File: config.mk
export PLATFORM = sky130hd
export DESIGN_NAME = pipeline_stall_ctrl
export DESIGN_NICKNAME = d
export VERILOG_FILES = /design/src/rtl/pipeline_stall_ctrl_pkg.sv /design/src/rtl/pipeline_stall_ctrl_mem_wait_tracker.sv /design/src/rtl/pipeline_stall_ctrl.sv
export SDC_FILE = /design/constraint.sdc
export NUM_CORES = 1
export LEC_CHECK = 0
export BUFFER_PORTS_ARGS = -buffer_cell sky130_fd_sc_hd__buf_2
export CAP_MARGIN = 20
export CORE_MARGIN = 1.5
export CORE_UTILIZATION = 35
export CTS_BUF_LIST = sky130_fd_sc_hd__clkbuf_4 sky130_fd_sc_hd__clkbuf_8
export CTS_CLUSTER_SIZE = 8
export DETAILED_ROUTE_END_ITERATION = 10
export PLACE_DENSITY_LB_ADDON = 0.05
export REMOVE_ABC_BUFFERS = 1
export SETUP_SLACK_MARGIN = 0.3
export SLEW_MARGIN = 20
export SYNTH_ARGS = -nofsm -noshare
export SYNTH_HDL_FRONTEND = slang
export SYNTH_SLANG_ARGS = --single-unit
File: constraint.sdc
create_clock -name clk -period 5.7 [get_ports clk]
set_clock_uncertainty 0.2 [all_clocks]
set_input_delay 0.57 -clock clk [delete_from_list [all_inputs] [get_ports clk]]
set_output_delay 0.57 -clock clk [all_outputs]
set_load 0.03 [all_outputs]
File: src/rtl/pipeline_stall_ctrl_pkg.sv
// Shared rv32i types for the pipeline stall controller: the control word,
// opcode constants, the stall FSM state and the NOP control word.
package pipeline_stall_ctrl_pkg;

    // Opcode field values (instr[6:0])
    localparam logic [6:0] op_lui   = 7'b0110111;
    localparam logic [6:0] op_auipc = 7'b0010111;
    localparam logic [6:0] op_jal   = 7'b1101111;
    localparam logic [6:0] op_jalr  = 7'b1100111;
    localparam logic [6:0] op_br    = 7'b1100011;
    localparam logic [6:0] op_load  = 7'b0000011;
    localparam logic [6:0] op_store = 7'b0100011;
    localparam logic [6:0] op_imm   = 7'b0010011;
    localparam logic [6:0] op_reg   = 7'b0110011;
    localparam logic [6:0] op_csr   = 7'b1110011;

    // Decoded control word carried down the pipeline
    typedef struct packed {
        logic [31:0] instr;
        logic [4:0]  dest;
        logic        load_regfile;
    } rv32i_control_word;

    // Stall controller state
    typedef enum logic {
        RUN       = 1'b0,
        MEM_STALL = 1'b1
    } stall_state_t;

    // Control word loaded into ID/EX when a bubble is inserted
    localparam rv32i_control_word NOP_CTRL_WORD = '0;

    // True when the instruction reads rs1 (everything except U-type and jal)
    function automatic logic reads_rs1(input logic [6:0] opcode);
        return !(opcode == op_lui || opcode == op_auipc || opcode == op_jal);
    endfunction

    // True when the instruction reads rs2 (R-type, branches, stores)
    function automatic logic reads_rs2(input logic [6:0] opcode);
        return (opcode == op_reg || opcode == op_br || opcode == op_store);
    endfunction

endpackage

File: src/rtl/pipeline_stall_ctrl_mem_wait_tracker.sv
// Tracks one outstanding cache request: remembers that its response has
// already arrived while the other cache is still busy, suppresses re-issue
// of the completed request and flags when the response data must be captured.
module pipeline_stall_ctrl_mem_wait_tracker (
    input  logic clk,
    input  logic rst,          // asynchronous, active-low
    input  logic req_i,        // stage wants a cache access this cycle
    input  logic resp_i,       // cache response strobe
    input  logic release_i,    // whole pipeline advances this cycle
    output logic ok_o,         // this side does not hold the pipeline
    output logic req_gated_o,  // request actually presented to the cache
    output logic capture_o     // shadow register captures the response
);

    logic done_q;
    logic done_d;

    // This side is satisfied if idle, already answered, or answered now
    assign ok_o        = !req_i | done_q | resp_i;
    // Do not re-issue a completed access; nothing is driven during reset
    assign req_gated_o = rst & req_i & !done_q;
    assign capture_o   = rst & resp_i & !done_q;

    // Sticky done bit: set by a response, cleared when the pipeline moves
    always_comb begin
        done_d = done_q;
        if (release_i) begin
            done_d = 1'b0;
        end else if (resp_i) begin
            done_d = 1'b1;
        end
    end

    // Done bit register
    always_ff @(posedge clk or negedge rst) begin
        if (!rst) begin
            done_q <= 1'b0;
        end else begin
            done_q <= done_d;
        end
    end

endmodule

File: src/rtl/pipeline_stall_ctrl.sv
// Central stall/bubble controller for the five-stage rv32i pipeline.
// Freezes every pipeline register while any cache access is outstanding and
// inserts a single ID/EX bubble on a load-use hazard. Enables are Mealy
// outputs so a cache response releases the pipeline in the same cycle.
module pipeline_stall_ctrl
    import pipeline_stall_ctrl_pkg::*;
#(
    parameter int CNT_WIDTH = 32
) (
    input  logic                 clk,
    input  logic                 rst,   // asynchronous, active-low
    input  rv32i_control_word    control_word_ID,
    input  rv32i_control_word    control_word_EX,
    input  logic                 icache_read,
    input  logic                 icache_resp,
    input  logic                 dcache_req,
    input  logic                 dcache_resp,
    output logic                 icache_read_gated,
    output logic                 dcache_req_gated,
    output logic                 instr_latch,
    output logic                 load_pc,
    output logic                 load_IF_ID,
    output logic                 load_ID_EX,
    output logic                 load_EX_MEM,
    output logic                 load_MEM_WB,
    output logic                 bubble_ID_EX,
    output logic [CNT_WIDTH-1:0] stall_loaduse_cnt,
    output logic [CNT_WIDTH-1:0] stall_mem_cnt
);

    stall_state_t         state_q, state_d;
    logic [CNT_WIDTH-1:0] stall_mem_cnt_q, stall_mem_cnt_d;
    logic [CNT_WIDTH-1:0] stall_lu_cnt_q, stall_lu_cnt_d;

    logic i_ok, d_ok, mem_ok;
    logic hazard;
    logic rs1_hit, rs2_hit;
    logic [6:0] id_op;
    logic [6:0] ex_op;
    logic [4:0] ex_dest;

    // I-side and D-side trackers release together on the pipeline advance
    pipeline_stall_ctrl_mem_wait_tracker u_itrack (
        .clk         (clk),
        .rst         (rst),
        .req_i       (icache_read),
        .resp_i      (icache_resp),
        .release_i   (mem_ok),
        .ok_o        (i_ok),
        .req_gated_o (icache_read_gated),
        .capture_o   (instr_latch)
    );

    pipeline_stall_ctrl_mem_wait_tracker u_dtrack (
        .clk         (clk),
        .rst         (rst),
        .req_i       (dcache_req),
        .resp_i      (dcache_resp),
        .release_i   (mem_ok),
        .ok_o        (d_ok),
        .req_gated_o (dcache_req_gated),
        .capture_o   ()
    );

    assign mem_ok = i_ok & d_ok;

    assign id_op   = control_word_ID.instr[6:0];
    assign ex_op   = control_word_EX.instr[6:0];
    assign ex_dest = control_word_EX.dest;

    // Load-use hazard: a register-writing load in EX feeds a source read in ID
    always_comb begin
        rs1_hit = reads_rs1(id_op) && (control_word_ID.instr[19:15] == ex_dest);
        rs2_hit = reads_rs2(id_op) && (control_word_ID.instr[24:20] == ex_dest);
        hazard  = (ex_op == op_load) && control_word_EX.load_regfile &&
                  (ex_dest != 5'd0) && (rs1_hit || rs2_hit);
    end

    // Priority: memory freeze, then load-use bubble, then normal advance
    always_comb begin
        state_d         = state_q;
        stall_mem_cnt_d = stall_mem_cnt_q;
        stall_lu_cnt_d  = stall_lu_cnt_q;
        load_pc         = 1'b0;
        load_IF_ID      = 1'b0;
        load_ID_EX      = 1'b0;
        load_EX_MEM     = 1'b0;
        load_MEM_WB     = 1'b0;
        bubble_ID_EX    = 1'b0;
        if (!mem_ok) begin
            state_d         = MEM_STALL;
            stall_mem_cnt_d = stall_mem_cnt_q + CNT_WIDTH'(1);
        end else begin
            state_d     = RUN;
            load_ID_EX  = 1'b1;
            load_EX_MEM = 1'b1;
            load_MEM_WB = 1'b1;
            if (hazard) begin
                bubble_ID_EX   = 1'b1;
                stall_lu_cnt_d = stall_lu_cnt_q + CNT_WIDTH'(1);
            end else begin
                load_pc    = 1'b1;
                load_IF_ID = 1'b1;
            end
        end
        // Everything is held low while reset is asserted
        if (!rst) begin
            load_pc      = 1'b0;
            load_IF_ID   = 1'b0;
            load_ID_EX   = 1'b0;
            load_EX_MEM  = 1'b0;
            load_MEM_WB  = 1'b0;
            bubble_ID_EX = 1'b0;
        end
    end

    // State and performance counter registers
    always_ff @(posedge clk or negedge rst) begin
        if (!rst) begin
            state_q         <= RUN;
            stall_mem_cnt_q <= '0;
            stall_lu_cnt_q  <= '0;
        end else begin
            state_q         <= state_d;
            stall_mem_cnt_q <= stall_mem_cnt_d;
            stall_lu_cnt_q  <= stall_lu_cnt_d;
        end
    end

    assign stall_mem_cnt     = stall_mem_cnt_q;
    assign stall_loaduse_cnt = stall_lu_cnt_q;

    // The state register is kept for debug visibility only; outputs derive
    // from the done bits directly. Fields not needed for hazard detection
    // are collected here.
    logic unused_bits;
    assign unused_bits = ^{state_q, control_word_ID.instr[31:25],
                           control_word_ID.instr[14:7], control_word_ID.dest,
                           control_word_ID.load_regfile,
                           control_word_EX.instr[31:7]};

endmodule

==> Yosys cells after proc, flatten, opt, wreduce, memory -nomap -nowiden <==
Cells that the tools add are included.
{ "totals": {"reg_bits": 66, "in_bits": 82, "out_inout_bits": 73, "word_cells": 57} }
{ "op_classes": {"add_sub_neg": 2, "n_eq_ne": 9, "mux": 12, "bitwise_logic": 11, "reduce_logical": 19} }
{ "ops": {"columns": ["operator", "count"], "rows": [
  ["adder 32 x 1 -> 32 bit (second input constant)", 2],
  ["== test 7 x 6 -> 1 bit (second input constant)", 3],
  ["== test 7 bit (second input constant)", 2],
  ["two-way mux 1 bit", 12],
  ["== test 5 bit", 2],
  ["AND 1 bit", 7],
  ["== test 7 x 2 -> 1 bit (second input constant)", 1],
  ["== test 7 x 5 -> 1 bit (second input constant)", 1],
  ["logical AND 1 bit", 5],
  ["logical NOT 1 bit", 5],
  ["logical OR 1 bit", 5],
  ["nonzero test 5 bit", 1],
  ["OR 1 bit", 4],
  ["nonzero test 2 bit", 2],
  ["AND reduction 2 bit", 1]
]} }

==> Depth between registers and ports, before layout <==
Gate-level depths: netlist (run 1).
{ "depth": {"ltp_word": 10, "mapped_depth": 8, "ltp_nobuf": 6} }

==> By module <==
A second synthesis (run 1) with hierarchy kept.
{ "unflattened": {"cells_unflattened": 297, "area_unflattened_um2": 3251.9} }
{ "modules_own_cells": {"columns": ["mod", "n_inst", "cells_per_inst", "area_each_um2"], "rows": [
  ["pipeline_stall_ctrl", 1, 287, 3124.2],
  ["pipeline_stall_ctrl_mem_wait_tracker", 2, 5, 63.8]
]} }

==> Worst setup path before layout (run 1) <==
OpenSTA, ideal clock, no wires.
{ "synth_timing": {"path_type": "input to output", "from": "in control_word_ID[12] in the netlist's numbering", "to": "out load_pc", "t_arrival_ns": 2.251, "t_required_ns": 4.930, "path_slack_ns": 2.679, "stages": 7, "path_buffers": 2, "cell_sequence": "and3_1 o2111ai_1 nand3_1 buf_1 a21oi_1 nor2b_1 buf_4"} }
{ "synth_via": {"elab_chain_len": 10, "elab_cells_between_ends": 18, "cone_classes": "eq/ne: 6; mux: 3; reduce/logical: 9"} }
{ "synth_rtl": {"columns": ["item", "line", "rtl"], "rows": [
  ["from (decl)", "pipeline_stall_ctrl.sv:12", "input rv32i_control_word control_word_ID,"],
  ["== test 7 x 6 -> 1 bit / == test 7 x 5 -> 1 bit (equally long branches)", "pipeline_stall_ctrl_pkg.sv:35", "return !(opcode == op_lui || opcode == op_auipc || opcode == op_jal);"],
  ["logical OR 1 bit (2 in a row)", "pipeline_stall_ctrl_pkg.sv:35", null],
  ["logical NOT 1 bit", "pipeline_stall_ctrl_pkg.sv:35", null],
  ["logical AND 1 bit", "pipeline_stall_ctrl.sv:73", "rs1_hit = reads_rs1(id_op) && (control_word_ID.instr[19:15] == ex_dest);"],
  ["logical OR 1 bit *", "pipeline_stall_ctrl.sv:76", "(ex_dest != 5'd0) && (rs1_hit || rs2_hit);"],
  ["logical AND 1 bit *", "pipeline_stall_ctrl.sv:76", null],
  ["two-way mux 1 bit * (3 in a row)", null, null],
  ["to (decl)", "pipeline_stall_ctrl.sv:21", "output logic load_pc,"]
]} }
Every way passes the cells marked *; elsewhere a longest branch is shown, timed or not.

==> Worst setup path after layout (run 1) <==
{ "layout_timing": {"from": "in control_word_ID[9] in the netlist's numbering", "to": "out bubble_ID_EX"} }
{ "layout_via": {"elab_chain_len": 10, "elab_cells_between_ends": 18, "cone_classes": "eq/ne: 6; mux: 3; reduce/logical: 9"} }
{ "layout_rtl": {"columns": ["item", "line", "rtl"], "rows": [
  ["== test 7 x 6 -> 1 bit / == test 7 x 5 -> 1 bit (equally long branches)", "pipeline_stall_ctrl_pkg.sv:35", null],
  ["logical OR 1 bit (2 in a row)", "pipeline_stall_ctrl_pkg.sv:35", null],
  ["logical NOT 1 bit", "pipeline_stall_ctrl_pkg.sv:35", null],
  ["logical AND 1 bit", "pipeline_stall_ctrl.sv:73", null],
  ["logical OR 1 bit *", "pipeline_stall_ctrl.sv:76", null],
  ["logical AND 1 bit *", "pipeline_stall_ctrl.sv:76", null],
  ["two-way mux 1 bit *", "pipeline_stall_ctrl.sv:98", "if (hazard) begin"],
  ["two-way mux 1 bit *", "pipeline_stall_ctrl.sv:90", "if (!mem_ok) begin"],
  ["two-way mux 1 bit *", "pipeline_stall_ctrl.sv:107", "if (!rst) begin"],
  ["to (decl)", "pipeline_stall_ctrl.sv:26", "output logic bubble_ID_EX,"]
]} }
Marks and branches as above.

==> results of run 1 <==
-- metal layers --
layer | wire (um) | up-vias | track usage (%)
met3 | 381 | 8 | 4.68
li1 | - | 1349 | -
met1 | 3670 | 1335 | 21.1
met2 | 3820 | 61 | 25.8
met5 | 0 | - | 0
met4 | 96 | 0 | 4.16
-- cell type report --
type | count | area, um2
Fill cell | 986 | 5370
Timing Repair Buffer | 109 | 548
Clock buffer | 10 | 138
Sequential cell | 66 | 1650
Tap cell | 133 | 166
Clock inverter | 6 | 90.1
Multi-Input combinational cell | 235 | 1740
Inverter | 6 | 22.5
-- power by group through the flow --
| stage | clock network (uW) | registers [uW] | logic [uW] |
|---|---|---|---|
| after floorplan | 0 | 576 | 68.9 |
| after global placement | 0 | 532 | 183 |
| after detailed placement | 0 | 532 | 183 |
| after CTS | 465 | 523 | 184 |
| after global routing | 487 | 527 | 198 |
| final | 446 | 522 | 182 |
-- worst min path at each step --
stage                                 startpoint                           endpoint  slack (ps)  depth (start not counted)
3_5_place_dp   stall_loaduse_cnt[31]$_DFFE_PN0P_  stall_loaduse_cnt[31]$_DFFE_PN0P_         260                          1
5_1_grt                              dcache_resp        u_dtrack.done_q$_DFFE_PN0P_         270                          3
3_3_place_gp   stall_loaduse_cnt[31]$_DFFE_PN0P_  stall_loaduse_cnt[31]$_DFFE_PN0P_         250                          1
2_1_floorplan                                rst   stall_loaduse_cnt[0]$_DFFE_PN0P_          70                          0
6_report                                     rst        u_dtrack.done_q$_DFFE_PN0P_         240                          2
4_1_cts                              dcache_resp        u_dtrack.done_q$_DFFE_PN0P_         260                          3
-- cells in the final DEF, fill, tap and decap left out, types with 3 or more instances in the layout --
master	instances
nand4_1	12
a211oi_1	6
nand3_1	24
dfrtp_1	66
and3_1	9
buf_2	108
nor2_1	12
clkbuf_8	10
inv_1	6
a2111oi_0	3
a21oi_1	16
xor2_1	41
xnor2_1	31
a21boi_0	3
or3b_1	3
nand2_1	29
nor2b_1	3
and4_1	11
-- flip-flops by register name (all words and copies together) (netlist names) --
name,flops
stall_loaduse_cnt,32
u_dtrack.done_q,1
u_itrack.done_q,1
stall_mem_cnt,32
-- stage by stage --
step / std cells / util (%) / hold slack, ps / power (uW)
after floorplan: 307 / - / 74.4 / 645
after global placement: 549 / 42.5 / 254 / 715
after detailed placement: 549 / 42.5 / 260 / 716
after CTS: 565 / 44.8 / 264 / 1170
after global routing: 565 / 44.8 / 274 / 1210
final: 565 / 44.8 / 241 / 1150
-- cell families after synthesis --
family | synth area share [%]
DFF | 47.3
and+or+nand+nor | 22.1
adders and majority gates | 0.716
AOI/OAI and AO/OA | 8.60
xor gates and xnor gates | 18.1
muxes | 0.430
buffers and inverters | 2.79
==> metrics.md, run 1 <==
| Metric | Value |
|---|---|
| Outcome | `finished, final reports clean` |
| Critical path data required time | `4930 ps` |
| Reg2reg setup slack | `3080 ps` |
| LEAKAGE | `0.00225 uW` |
| DRT iter0 DRCs | `37` |
| Cell family with the largest share of critical-path delay | `simple AND/OR/NAND/NOR gates` |
| Pwr Density | `264 nW/um2` |
| Comb power frac | `15.8%` |
| Routed WL | `approximately 8000 um` |
| Syn avg cell area | `roughly 11 um2` |
| Post-CTS Repair Setup Buffers | `0` |
| Async S/R FF share, synth | `100%` |
| FF+latch count, synth | `66` |
| Pre-CTS setup slack | `2400 ps` |
| Post-CTS Resized | `0` |
| Placed Area | `4130 um2` |
| Max cap viols | `0` |
| CTS tree | `built` |
| Rows | `36` |
| Switching share of power | `29.3%` |
| Total number of vias | `2753` |
| Most used cell, CP | `buf_2` |
| RSZ-0062 raised after global routing | `false` |
| Worst Setup End Kind | `output pin` |
| Die Height | `103 um` |
| Area Growth Syn to Fin | `24.8%` |
| P_sw | `337 uW` |
| Clock Latency Late Sink | `340 ps` |
| Clock slew at reported path FFs | `80 ps` |
| Worst Reg-to-Reg Cells | `5` |
| Slowest stage delay, CP | `430 ps` |
| Final instance area | `4360 um2` |
| Critical Path Start | `control_word_ID[9]` |
| Top-area cell type share of the netlist area | `47.3%` |
| Setup ws final | `2400 ps` |
| Peak Freq | `0.303 GHz` |
| Cts hold-fix bufs | `0` |
| Synthesis Warnings | `0` |
| CP arrival | `about 2500 ps` |
| Buf+Inv Stages, Crit Path | `2` |
| # setup viols final | `0` |
| Clock network power share | `38.8%` |
| Synth top area cells | `dfrtp_1 47%, xor2_1 10%, xnor2_1 7.8%, nand3_1 3.4%, nand2_1 3.1%` |
| Largest net degree at the start of global routing | `70` |
| Crit path cell chain | `buf_2 -> or3b_1 -> nor4_2 -> nand2_1 -> a21oi_1 -> and2_1 -> buf_2` |
| GRT Total Usage | `between 10% and 20%` |
| Setup TNS Final | `0 ps` |
| Worst-Margin Slew | `872 ps` |
| Sequential element share of the synthesized area | `roughly 47%` |
| Count leader, synth | `dfrtp_1` |
| Crit-path slowest cell | `nand2_1` |
| Synthesized area | `3490 um2` |
| CTS max path bufs | `2` |
| Post-synth EDFFs | `0` |
| Max-slew violations | `0` |
| Share of cells above drive strength 1 | `32.6%` |
| Min cycle time layout | `between 3000 and 4000 ps` |
| Diode count | `0` |
| Hpwl dp | `5730 um` |
| Vias in the first global route | `2688` |
| Internal | `~810 uW` |
| DRC | `0` |
| Crit. path cell count | `7` |
| # clock sinks | `66` |
| GPL Wtd Cong | `0.719` |
| Peak VDD IR | `around 0.16 mV` |
| First-pass GRT wire length | `~13000 um` |
| Port Buf Inserts | `108` |
| Initial antenna violation count | `0` |
| CP Launch Type | `primary input` |
| Fin. Hold Viols | `0` |
| Drt via density | `4.87` |
| Worst R2R End | `stall_loaduse_cnt[1]$_DFFE_PN0P_` |
| Worst setup path endpoint | `bubble_ID_EX` |
| Cell taking the most area after synthesis | `dfrtp_1` |
| Die width | `103 um` |
| HP Class | `in2async` |
| Ys flop type | `dfrtp_1` |
| Final net count | `511` |
| GRT overflow | `0` |
| Root Buffer | `clkbuf_8` |
| Commonest cells post-synth | `66 x dfrtp_1, 41 x xor2_1, 31 x xnor2_1` |
| CP max FO | `14` |
| Routed len/inst | `14.1 um` |
| DRT Pass-1 Iters | `4` |
| Synth unique cells | `45` |
| Die ar. | `10600 um2` |
| CP Class | `in2out` |
| Ports | `155` |
| Post-Synthesis Cells | `318` |
| Initial Utilization | `35.9%` |
| Core ar. | `a little under 10000 um2` |
| DRT antenna net count | `0` |
| R2r startpoint | `u_itrack.done_q$_DFFE_PN0P_` |
| Relative slew margins | `41.8%` |
| Reg power frac | `45.4%` |
| Num CTS Buffers | `9` |
| H-tree Lvls | `3` |
| Period utilization | `between 50% and 60%` |
(Power assumes the default switching activity.)
==> run 2: changes to the inputs <==
- clock period: 5.7 -> 3 ns (I/O delays scaled with it)
==> metrics.md, run 2 (synthesized netlist as in run 1, its figures left out) <==
| Metric | Value |
|---|---|
| Outcome | `finished, final reports clean` |
| HP Class | `in2reg` |
| Relative slew margins | `between 60% and 70%` |
| Setup TNS Final | `0 ps` |
| Routed len/inst | `14.1 um` |
| Diode count | `0` |
| CP Launch Type | `primary input` |
| Die ar. | `10600 um2` |
| Switching share of power | `29.9%` |
| Total number of vias | `~2800` |
| Core ar. | `9730 um2` |
| Max cap viols | `0` |
| Final net count | `519` |
| Reg2reg setup slack | `610 ps` |
| Hold Crit Depth | `3` |
| Commonest non-fill, non-tap cell in the layout | `buf_2` |
| Critical path data required time | `about 2500 ps` |
| CTS tree | `built` |
| GPL Wtd Cong | `0.719` |
| Setup ws final | `427 ps` |
| Hold Crit Endpoint | `u_itrack.done_q$_DFFE_PN0P_` |
| Worst Setup End Kind | `output pin` |
| Fin cells | `roughly 570` |
| Num CTS Buffers | `9` |
| Most frequent cells in the layout | `108 x buf_2, 66 x dfrtp_1, 41 x xor2_1, 31 x xnor2_1, 29 x nand2_1` |
| CP max FO | `7` |
| P_sw | `651 uW` |
| DRC | `0` |
| Area Growth Syn to Fin | `26.7%` |
| Drt via density | `4.87` |
| Clock network power share | `38.1%` |
| CP arrival | `2070 ps` |
| Hold path start | `icache_resp` |
| DRT antenna net count | `0` |
| Hpwl dp | `5840 um` |
| Die width | `a little over 100 um` |
| Peak Freq | `between 0.3 and 0.4 GHz` |
| Fin. Hold Viols | `0` |
| Worst R2R End | `stall_loaduse_cnt[31]$_DFFE_PN0P_` |
| Routed WL | `8070 um` |
| # fillers | `1003` |
| R2r startpoint | `stall_loaduse_cnt[5]$_DFFE_PN0P_` |
| Max-slew violations | `0` |
| Min cycle time layout | `roughly 2600 ps` |
| Initial antenna violation count | `0` |
| Share of cells above drive strength 1 | `between 30 and 40%` |
| RSZ-0062 raised after global routing | `false` |
| GRT Total Usage | `approximately 16%` |
| Clock Latency Late Sink | `340 ps` |
| Rows | `36` |
| Port Buf Inserts | `108` |
| Pre-CTS setup slack | `431 ps` |
| Die Height | `103 um` |
| Post-CTS Repair Setup Buffers | `0` |
| Power consumption | `2170 uW` |
| Internal | `1520 uW` |
| # clock sinks | `66` |
| H-tree Lvls | `3` |
| LEAKAGE | `0.00230 uW` |
| Placed Cells | `approximately 560` |
| CP Class | `in2out` |
| Root Buffer | `clkbuf_8` |
| Clock slew at reported path FFs | `around 80 ps` |
| Largest net degree at the start of global routing | `between 40 and 50` |
| Vias in the first global route | `2675` |
| Initial Utilization | `a little over a third` |
| Comb power frac | `16.2%` |
| Peak VDD IR | `0.258 mV` |
| DRT Pass-1 Iters | `4` |
| Period utilization | `85.8%` |
| Reg power frac | `a little under half` |
| CTS max path bufs | `2` |
| First-pass GRT wire length | `13300 um` |
| Worst-Margin Slew | `596 ps` |
| Worst Reg-to-Reg Cells | `5` |
| # setup viols final | `0` |
| DRT iter0 DRCs | `56` |
| Pwr Density | `492 nW/um2` |
| GRT overflow | `0` |
| Min Hold Slack | `18.6 ps` |
| Ports | `155` |
[run 2: changes by cell type in the layout (fill, tap and decap cells not counted)]
cell,change
clkinv_4,-1
clkbuf_8,-1
clkinv_2,+1
buf_4,+6
nor4_4,+1
nor4_2,-1
dlygate4sd3_1,+2
clkinvlp_4,+1
[run 2: critical path, cell delays in order]
cell,delay (ps)
dlygate4sd3_1,540
buf_2,130
or3b_1,500
and3_1,270
nor2b_1,150
buf_2,180
[run 2: per-stage QoR]
stage,utilization [%],instance area [um2]
6_report,45.5,4420
5_1_grt,45.5,4420
4_1_cts,45.4,4410
3_5_place_dp,42.9,4180
3_3_place_gp,42.9,4180
2_1_floorplan,-,3420
[run 2: power by group through the flow]
stage / logic (uW) / clock network, uW / registers, uW
6_report: 352 / 828 / 994
5_1_grt: 388 / 905 / 1000
4_1_cts: 358 / 865 / 995
3_5_place_dp: 355 / 0 / 1010
3_3_place_gp: 352 / 0 / 1010
2_1_floorplan: 131 / 0 / 1090
[run 2: worst max-delay path by stage]
| stage | startpoint | to | slack [ps] | depth (start not counted) |
|---|---|---|---|---|
| after global routing | dcache_resp | load_pc | 340 | 6 |
| after global placement | control_word_EX[1] | stall_loaduse_cnt[1]$_DFFE_PN0P_ | 420 | 6 |
| after CTS | dcache_resp | stall_mem_cnt[24]$_DFFE_PN0N_ | 380 | 7 |
| after detailed placement | control_word_EX[1] | stall_loaduse_cnt[1]$_DFFE_PN0P_ | 430 | 6 |
| final | dcache_resp | load_pc | 430 | 6 |
| after floorplan | u_itrack.done_q$_DFFE_PN0P_ | load_IF_ID | 170 | 3 |
[run 2: what timing repair did]
item | CTS | global route
hold buffers | 2 | 0
setup endpoints to repair | 0 | 1
gates resized for setup | 0 | 1
hold endpoints to repair | 22 | 0
[run 2: layout make-up]
| cell class | count | area, um2 | share of cell area (%) |
|---|---|---|---|
| flip-flops and latches | 66 | 1650 | 37.3 |
| repair buffers | 117 | 613 | 13.9 |
| multi-input cells | 235 | 1750 | 39.6 |
| inverters | 6 | 22.5 | 0.509 |
| clock buffers | 9 | 124 | 2.80 |
| clock inverters | 7 | 93.8 | 2.12 |
| well taps | 133 | 166 | 3.76 |
[run 2: per-layer routing]
| layer | GRT usage (%) | up-vias | routed length [um] |
|---|---|---|---|
| li1 | - | 1367 | - |
| met1 | 20.8 | 1347 | 3620 |
| met2 | 26.5 | 72 | 4020 |
| met3 | 5.36 | 7 | 355 |
| met4 | 4.57 | 0 | 71 |
| met5 | 0 | - | 0 |
